**config.mk**
```make
export PLATFORM = sky130hd
export DESIGN_NAME = switch_event_decoder
export DESIGN_NICKNAME = d
export VERILOG_FILES = /design/src/rtl/switch_event_decoder_pkg.sv /design/src/rtl/switch_event_decoder_edge_detect.sv /design/src/rtl/switch_event_decoder.sv
export SDC_FILE = /design/constraint.sdc
export NUM_CORES = 1
export LEC_CHECK = 0
export BUFFER_PORTS_ARGS = -buffer_cell sky130_fd_sc_hd__buf_2
export CAP_MARGIN = 20
export CORE_UTILIZATION = 35
export CTS_BUF_LIST = sky130_fd_sc_hd__clkbuf_16
export CTS_CLUSTER_DIAMETER = 200
export DETAILED_ROUTE_END_ITERATION = 7
export PLACE_DENSITY = 0.49
export SETUP_SLACK_MARGIN = 0.3
export SYNTH_ARGS = -nofsm -noshare
export SYNTH_HDL_FRONTEND = slang
export SYNTH_SLANG_ARGS = --single-unit
```
**constraint.sdc**
```tcl
create_clock -name i_Clk -period 2.1 [get_ports i_Clk]
set_input_delay 0.105 -clock i_Clk [delete_from_list [all_inputs] [get_ports i_Clk]]
set_output_delay 0.105 -clock i_Clk [all_outputs]
set_load 0.05 [all_outputs]
```
**src/rtl/switch_event_decoder_pkg.sv**
```systemverilog
// Shared state encoding, default timing and output bundle for switch gesture decoding.
package switch_event_decoder_pkg;

  // Decoder FSM states, 3-bit encoding shared with other button consumers
  typedef enum logic [2:0] {
    S_IDLE      = 3'd0,
    S_PRESSED1  = 3'd1,
    S_WAIT_GAP  = 3'd2,
    S_PRESSED2  = 3'd3,
    S_LONG_HELD = 3'd4
  } state_t;

  // Default timing at 25 MHz: 1 s long press, 250 ms double-click gap
  localparam int unsigned c_DEF_LONG_PRESS_CYCLES = 32'd25000000;
  localparam int unsigned c_DEF_DOUBLE_GAP_CYCLES = 32'd6250000;

  // Registered output bundle
  typedef struct packed {
    logic press;
    logic rel;
    logic click;
    logic double_click;
    logic long_press;
    logic held;
  } events_t;

  // Larger of two cycle limits, used to size the shared counter
  function automatic int unsigned max_u(input int unsigned a, input int unsigned b);
    return (a > b) ? a : b;
  endfunction

endpackage

```
**src/rtl/switch_event_decoder_edge_detect.sv**
```systemverilog
// Rise/fall detector off a single history register.
module edge_detect (
  input  logic i_Clk,
  input  logic i_Rst,
  input  logic i_Sig,
  output logic o_Rise,
  output logic o_Fall
);

  logic r_Sig_Prev;

  // Previous-cycle level; cleared so a level already high at reset exit reads as a rise
  always_ff @(posedge i_Clk or posedge i_Rst) begin
    if (i_Rst) r_Sig_Prev <= 1'b0;
    else       r_Sig_Prev <= i_Sig;
  end

  assign o_Rise = i_Sig & ~r_Sig_Prev;
  assign o_Fall = ~i_Sig & r_Sig_Prev;

endmodule

```
**src/rtl/switch_event_decoder.sv**
```systemverilog
// Turns a debounced switch level into one-cycle gesture pulses plus a held level.
module switch_event_decoder
  import switch_event_decoder_pkg::*;
#(
  parameter int unsigned c_LONG_PRESS_CYCLES = c_DEF_LONG_PRESS_CYCLES,
  parameter int unsigned c_DOUBLE_GAP_CYCLES = c_DEF_DOUBLE_GAP_CYCLES
) (
  input  logic i_Clk,
  input  logic i_Rst,
  input  logic i_Switch,
  output logic o_Press,
  output logic o_Release,
  output logic o_Click,
  output logic o_Double_Click,
  output logic o_Long_Press,
  output logic o_Held
);

  localparam int unsigned c_CNT_W =
    $clog2(max_u(c_LONG_PRESS_CYCLES, c_DOUBLE_GAP_CYCLES) + 1);

  localparam logic [c_CNT_W-1:0] c_LONG_LAST = c_CNT_W'(c_LONG_PRESS_CYCLES - 1);
  localparam logic [c_CNT_W-1:0] c_GAP_LAST  = c_CNT_W'(c_DOUBLE_GAP_CYCLES - 1);

  state_t               r_State;
  state_t               w_State_Next;
  logic [c_CNT_W-1:0]   r_Cnt;
  logic [c_CNT_W-1:0]   w_Cnt_Next;
  events_t              r_Evt;
  events_t              w_Evt_Next;
  logic                 w_Rise;
  logic                 w_Fall;

  edge_detect u_edge_detect (
    .i_Clk  (i_Clk),
    .i_Rst  (i_Rst),
    .i_Sig  (i_Switch),
    .o_Rise (w_Rise),
    .o_Fall (w_Fall)
  );

  // State, counter and output registers; reset abandons any gesture in flight
  always_ff @(posedge i_Clk or posedge i_Rst) begin
    if (i_Rst) begin
      r_State <= S_IDLE;
      r_Cnt   <= '0;
      r_Evt   <= '0;
    end else begin
      r_State <= w_State_Next;
      r_Cnt   <= w_Cnt_Next;
      r_Evt   <= w_Evt_Next;
    end
  end

  // Next state; counter restarts on every state change and runs only while timing
  always_comb begin
    w_State_Next = r_State;
    case (r_State)
      S_IDLE:      if (w_Rise) w_State_Next = S_PRESSED1;
      S_PRESSED1: begin
        if (w_Fall)                    w_State_Next = S_WAIT_GAP;
        else if (r_Cnt == c_LONG_LAST) w_State_Next = S_LONG_HELD;
      end
      S_WAIT_GAP: begin
        if (w_Rise)                   w_State_Next = S_PRESSED2;
        else if (r_Cnt == c_GAP_LAST) w_State_Next = S_IDLE;
      end
      S_PRESSED2:  if (w_Fall) w_State_Next = S_IDLE;
      S_LONG_HELD: if (w_Fall) w_State_Next = S_IDLE;
      default:     w_State_Next = S_IDLE;
    endcase

    w_Cnt_Next = '0;
    if ((w_State_Next == r_State) &&
        ((r_State == S_PRESSED1) || (r_State == S_WAIT_GAP))) begin
      w_Cnt_Next = r_Cnt + c_CNT_W'(1);
    end
  end

  // Gesture decisions; edges take priority over timer thresholds
  always_comb begin
    w_Evt_Next       = '0;
    w_Evt_Next.press = w_Rise;
    w_Evt_Next.rel   = w_Fall;
    case (r_State)
      S_PRESSED1: w_Evt_Next.long_press   = ~w_Fall & (r_Cnt == c_LONG_LAST);
      S_WAIT_GAP: w_Evt_Next.click        = ~w_Rise & (r_Cnt == c_GAP_LAST);
      S_PRESSED2: w_Evt_Next.double_click = w_Fall;
      default:    ;
    endcase
    w_Evt_Next.held = (w_State_Next == S_LONG_HELD);
  end

  assign o_Press        = r_Evt.press;
  assign o_Release      = r_Evt.rel;
  assign o_Click        = r_Evt.click;
  assign o_Double_Click = r_Evt.double_click;
  assign o_Long_Press   = r_Evt.long_press;
  assign o_Held         = r_Evt.held;

endmodule

```
# --- Word level (Yosys, flattened, before mapping) ---
# Cells that the tools add are included.
totals:
  reg_bits: 35
  latchBits: 0
  ram_bits: 0
  romBits: 0
  in_bits: 3
  out_inout_bits: 6
  elab_cells: 41
  memories: 0
classes:
  addsub: 1
  mul: 0
  n_div: 0
  order_cmp: 0
  n_eq_ne: 8
  shift: 0
  n_mux: 11
  n_bitwise: 8
  reduce_logical: 4
ops:
  columns: ["operator", "count"]
  rows:
  - ["$add A25 B1 Y25 const B", 1]
  - ["$eq A25 B23 Y1 const B", 1]
  - ["$eq A25 B25 Y1 const B", 1]
  - ["$mux W25", 1]
  - ["$mux W3", 6]
  - ["$pmux W3 S4", 1]
  - ["$eq A3 B2 Y1 const B", 2]
  - ["$eq A3 B3 Y1 const B", 2]
  - ["$and A1 B1 Y1", 4]
  - ["$not A1 Y1", 4]
  - ["$eq A3 B1 Y1 const B", 1]
  - ["$eq A3 B3 Y1", 1]
  - ["$logic_not A3 Y1", 1]
  - ["$mux W1", 3]
  - ["$reduce_or A2 Y1", 1]
  - ["$logic_and A1 B1 Y1", 1]
  - ["$logic_or A1 B1 Y1", 1]

# --- Logic depth before layout (Yosys ltp) ---
depth:
  word_depth: 7
  mapped_depth: 8
  ltp_nobuf: 6

# --- By module ---
# Synthesis repeated with hierarchy kept, for this count alone.
unflattened:
  cells_unflattened: 182
  area_unflattened_um2: 1995.7
by_module_without_submodules:
  columns: ["mod", "n_inst", "cells_each", "area_each_um2", "seq_area_each_um2"]
  rows:
  - ["switch_event_decoder", 1, 178, 1951.9, 850.8]
  - ["edge_detect", 1, 4, 43.8, 25.0]

# --- Least setup slack after synthesis ---
# OpenSTA, ideal clock, no wires.
synth_timing:
  kind: "reg2reg"
  from: "reg r_Cnt[4]"
  to: "reg r_Cnt[19]"
  setup_ps: 119
  arrival_time_ps: 1685
  required_time_ps: 1981
  slack_ps: 296
  stages_incl_launch_ff: 8
  path_buffers: 2
  period_less_slack_ps: 1804
  path_cell_list: "dfrtp_1 > nand2_1 > or4_1 > nor3_2 > a311o_1 > buf_4 > buf_6 > nor2_1"
synth_between:
  elab_chain_len: 7
  word_cells_on_any_way: 11
  classes_between: "add/sub (1); eq/ne (3); mux (6); reduce/logical (1)"
synth_rtl:
  columns: ["item", "line", "text"]
  rows:
  - ["start: declaration", "switch_event_decoder.sv:27", "logic [c_CNT_W-1:0] r_Cnt;"]
  - ["start signal: assignment", "switch_event_decoder.sv:50", "r_Cnt <= w_Cnt_Next;"]
  - ["$eq A25 B23 Y1 or $eq A25 B25 Y1 (tied branches)", "switch_event_decoder.sv:66, switch_event_decoder.sv:62", null]
  - ["$mux W3, on equally long branches", "switch_event_decoder.sv:66, switch_event_decoder.sv:62", null]
  - ["$mux W3, on equally long branches", "switch_event_decoder.sv:65, switch_event_decoder.sv:61", null]
  - ["$pmux W3 S4", "switch_event_decoder.sv:58", "case (r_State)"]
  - ["$eq A3 B3 Y1", "switch_event_decoder.sv:74", "if ((w_State_Next == r_State) &&"]
  - ["$logic_and A1 B1 Y1", "switch_event_decoder.sv:74", null]
  - ["$mux W25 (*)", "switch_event_decoder.sv:74", null]
  - ["via w_Cnt_Next[19]", "switch_event_decoder.sv:28", "logic [c_CNT_W-1:0] w_Cnt_Next;"]
# The timed path passes the listed nets; every way through them passes the cells marked *.

# --- Worst setup path in the final report ---
layout_timing:
  from: "reg r_Cnt[5]"
  to: "reg r_Cnt[3]"
layout_between:
  elab_chain_len: 7
  word_cells_on_any_way: 10
  classes_between: "eq/ne (3); mux (6); reduce/logical (1)"
layout_rtl:
  columns: ["item", "line"]
  rows:
  - ["$eq A25 B23 Y1 or $eq A25 B25 Y1 (tied branches)", "switch_event_decoder.sv:66, switch_event_decoder.sv:62"]
  - ["$mux W3, on equally long branches", "switch_event_decoder.sv:66, switch_event_decoder.sv:62"]
  - ["$mux W3, on equally long branches", "switch_event_decoder.sv:65, switch_event_decoder.sv:61"]
  - ["$pmux W3 S4 (*)", "switch_event_decoder.sv:58"]
  - ["$eq A3 B3 Y1 (*)", "switch_event_decoder.sv:74"]
  - ["$logic_and A1 B1 Y1 (*)", "switch_event_decoder.sv:74"]
  - ["$mux W25 (*)", "switch_event_decoder.sv:74"]
  - ["via w_Cnt_Next[3]", "switch_event_decoder.sv:28"]
# Marked as above.

==> results.md <==
* Clock H-tree levels at 2
* Hold path start: i_Switch
* Post-Place Cell Area at roughly 1800 um^2
* Core Area at around 4700 um^2
* Combinational cell fraction of total power at 0.210
* Initial antenna violation count at 0
* CP Capture Type: flop
* P_leak at 0.958 nW
* Worst rel slew slack at 0.635
* Remaining antenna violation count at 0
* Fin area at roughly 2200 um^2
* Synth Net Count at 179
* DR iter-0 viols at 55
* Synth Area per Inst at between 9 and 10 um^2
* TritonRoute pass-1 iters at 4
* Psw at 0.512 mW
* DRC Markers at 0
* Ys Warns at 0
* Clk_lat worst skew at roughly 0.28 ns
* Power Dens Cells at between 800 and 900 nW/um^2
* Reg2reg setup slack at approximately 0.27 ns
* Worst path cell trace: or4_4 > nor4_4 > a311o_2 > buf_12 > nor2_1
* Die Span X at 71.7 um
* Area share of the largest cell type after synthesis at 0.515
* I/O Buffers at 8
* Top cells by area, synth: dfrtp_1 51%, nor2_1 6.8%, xor2_1 6.7%
* Hold path cells at 2
* Clk slew on worst S/H paths at approximately 0.05 ns
* Post-DP HPWL at 2460 um
* Via Count at roughly 1,300
* Mapped cell area at around 1700 um^2
* Global-route wire length before repair at 6660 um
* Crit path buf inv count at 1
* Setup tns final at 0 ns
* FF-to-FF Start: r_Cnt[5]$_DFF_PP0_
* Total wire length at roughly 3800 um
* R2R Path End: r_Cnt[3]$_DFF_PP0_
* Final period utilization at 0.872
* Root buffer cell: clkbuf_16
* Clk network pwr share at 0.375
* Yosys reg bits at 35
* Slowest-stage cell, CP: or4_4
* CP startpoint kind: flop
* Die area at slightly above 5000 um^2
* Via-per-instance ratio at between 5 and 6
* Starting Density at 0.363
* GRT overflow at 0
* Final Hold Viols at 0
* Vias in the first global route at 1,439
* Finish-stage setup viols at 0
* CTS tree: yes
* Wire per inst at about 15 um
* TritonCTS buffer count at 5
* Internal cell power at roughly 1.3 mW
* Ant diodes at 0
* Crit-path max cell delay at between 0.5 and 0.6 ns
* WP depth at 5
* Clock tree buffer depth at 2
* Worst-margin pin slew at roughly 0.55 ns
* Layout cells sized above 1 at 0.262
* Rows at 25
* Area delta synth->final at 28.4%
* Worst path top cell family by delay: simple AND/OR/NAND/NOR gates
* Worst Hold End: o_Release$_DFF_PP0_
* Synth area leader: dfrtp_1
* Sequential power share at 0.416
* # nets final at roughly 210
* Clk_skew at 0.00179 ns
* Crit path kind: flop to flop
* Synth unique cells at 25
* Synth Instances at about 180
* Largest net degree at the start of global routing at 36
* Max-Cap Viols at 0
* Fraction of power spent switching nets at 0.281
* Die Ht at ~70 um
* GP Congestion at 0.810
* Worst VDD drop at a little over 0.4 mV
* Worst EP arrival at 2.00 ns
* Register area share after synthesis at 0.515
* Ports at 9
* Final Max Slew Viols at 0
* Crit Path Max Fanout at 13
* RSZ-0062 raised after global routing: true
* Crit path required time at between 2 and 2.5 ns
* Hold Crit Class: input pin to flop
* Reg2Reg Depth at 5
* Fin crit period at between 1.5 and 2 ns
* GRT Total Usage at 0.171
* CTS sink count at 35
* Status: finished, final reports clean
* Achievable frequency at about 550 MHz
flip-flops by register name, summed over array words and instances, names as in the netlist:
name                      cells
r_Cnt                        25
r_State                       3
o_Click                       1
o_Double_Click                1
o_Held                        1
o_Long_Press                  1
o_Press                       1
o_Release                     1
u_edge_detect.r_Sig_Prev      1
power groups by stage:
stage / registers [mW] / logic, mW / clock network, mW
floorplan: 0.768 / 0.204 / 0
global route: 0.765 / 0.418 / 0.739
detailed placement: 0.769 / 0.258 / 0
CTS: 0.757 / 0.351 / 0.705
finish: 0.758 / 0.382 / 0.683
global placement: 0.765 / 0.252 / 0
worst max path at each step:
stage,from,endpoint
final,r_Cnt[5]$_DFF_PP0_,r_Cnt[3]$_DFF_PP0_
after global routing,r_Cnt[0]$_DFF_PP0_,r_Cnt[23]$_DFF_PP0_
after CTS,r_Cnt[0]$_DFF_PP0_,r_Cnt[17]$_DFF_PP0_
after detailed placement,r_Cnt[6]$_DFF_PP0_,r_Cnt[16]$_DFF_PP0_
after global placement,r_Cnt[6]$_DFF_PP0_,r_Cnt[2]$_DFF_PP0_
after floorplan,r_Cnt[0]$_DFF_PP0_,r_Cnt[11]$_DFF_PP0_
placed cells by master, fill, tap and decap left out:
cell type	count
dfrtp_1	35
nor2_1	20
buf_4	15
xor2_1	13
xnor2_1	11
nand3_1	10
nor2_2	10
inv_1	9
nand2_1	9
nor3_1	8
nand4_1	8
buf_2	8
nor2b_1	7
and3_1	7
clkbuf_16	6
and4_1	3
nor4_4	2
nand2_2	2
a21oi_1	2
or4_1	2
nor4_1	2
dlygate4sd3_1	2
or4_4	1
and3_4	1
o31ai_1	1
nor3_2	1
a31oi_1	1
a311o_1	1
o21bai_1	1
a311o_2	1
nor4_2	1
nor2_4	1
or2_2	1
ha_2	1
clkinv_2	1
buf_6	1
buf_12	1
cell type report:
class,instances,area (um^2)
Multi-Input combinational cell,128,848
Timing Repair Buffer,28,229
Clock buffer,5,125
Inverter,7,26.3
Fill cell,443,2510
Tap cell,54,67.6
Sequential cell,35,876
Clock inverter,3,12.5
what timing repair did:
item / CTS / global route
hold endpoints to repair: 36 / 0
pin swaps: 1 / 5
resized for setup: 10 / 15
hold buffers: 2 / 0
gates cloned: 1 / 1
buffers inserted: 4 / 5
setup endpoints to repair: 25 / 25
cell usage after synthesis:
| cell | n |
|---|---|
| inv_1 | 7 |
| a31oi_1 | 1 |
| nand2_1 | 11 |
| or2_2 | 1 |
| or4_1 | 3 |
| o21bai_1 | 1 |
| xor2_1 | 13 |
| nand3_1 | 10 |
| nand4_1 | 8 |
| and3_1 | 8 |
| xnor2_1 | 11 |
| nor3_2 | 1 |
| buf_6 | 2 |
| nor4_1 | 5 |
| dfrtp_1 | 35 |
| a21oi_1 | 2 |
| ha_1 | 1 |
| clkbuf_1 | 2 |
| nor3_1 | 8 |
| o31ai_1 | 1 |
| nor2_1 | 31 |
| buf_4 | 1 |
| nor2b_1 | 7 |
| and4_1 | 3 |
| a311o_1 | 2 |
metrics by stage:
step                      hold slack, ns  total power [mW]  std cells  setup WS (ns)  utilization
after global routing               0.132              1.92        260          0.178        0.466
after detailed placement           0.234              1.03        239          0.190        0.391
after CTS                          0.105              1.81        254          0.268        0.445
after global placement             0.224              1.02        239          0.269        0.391
final                              0.114              1.82        260          0.269        0.466
after floorplan                    0.136             0.972        175          0.337            -
per-layer routing:
layer	global-route usage	wire length [um]	share of wire
met1	0.206	1740	0.46
met2	0.285	1880	0.50
met3	0.0464	110	0.029
met4	0.0806	61	0.016
met5	0	0	0
cell families (layout without fill, tap and decap cells):
family,Yosys count,count (layout),share of synthesized area
flops,35,35,0.515
xor+xnor,24,24,0.124
compound gates,7,7,0.0302
fa+ha+maj,1,1,0.00735
buf+inv,12,43,0.0375
simple gates,96,96,0.287
Note: power is estimated with default switching activity, not from simulation.
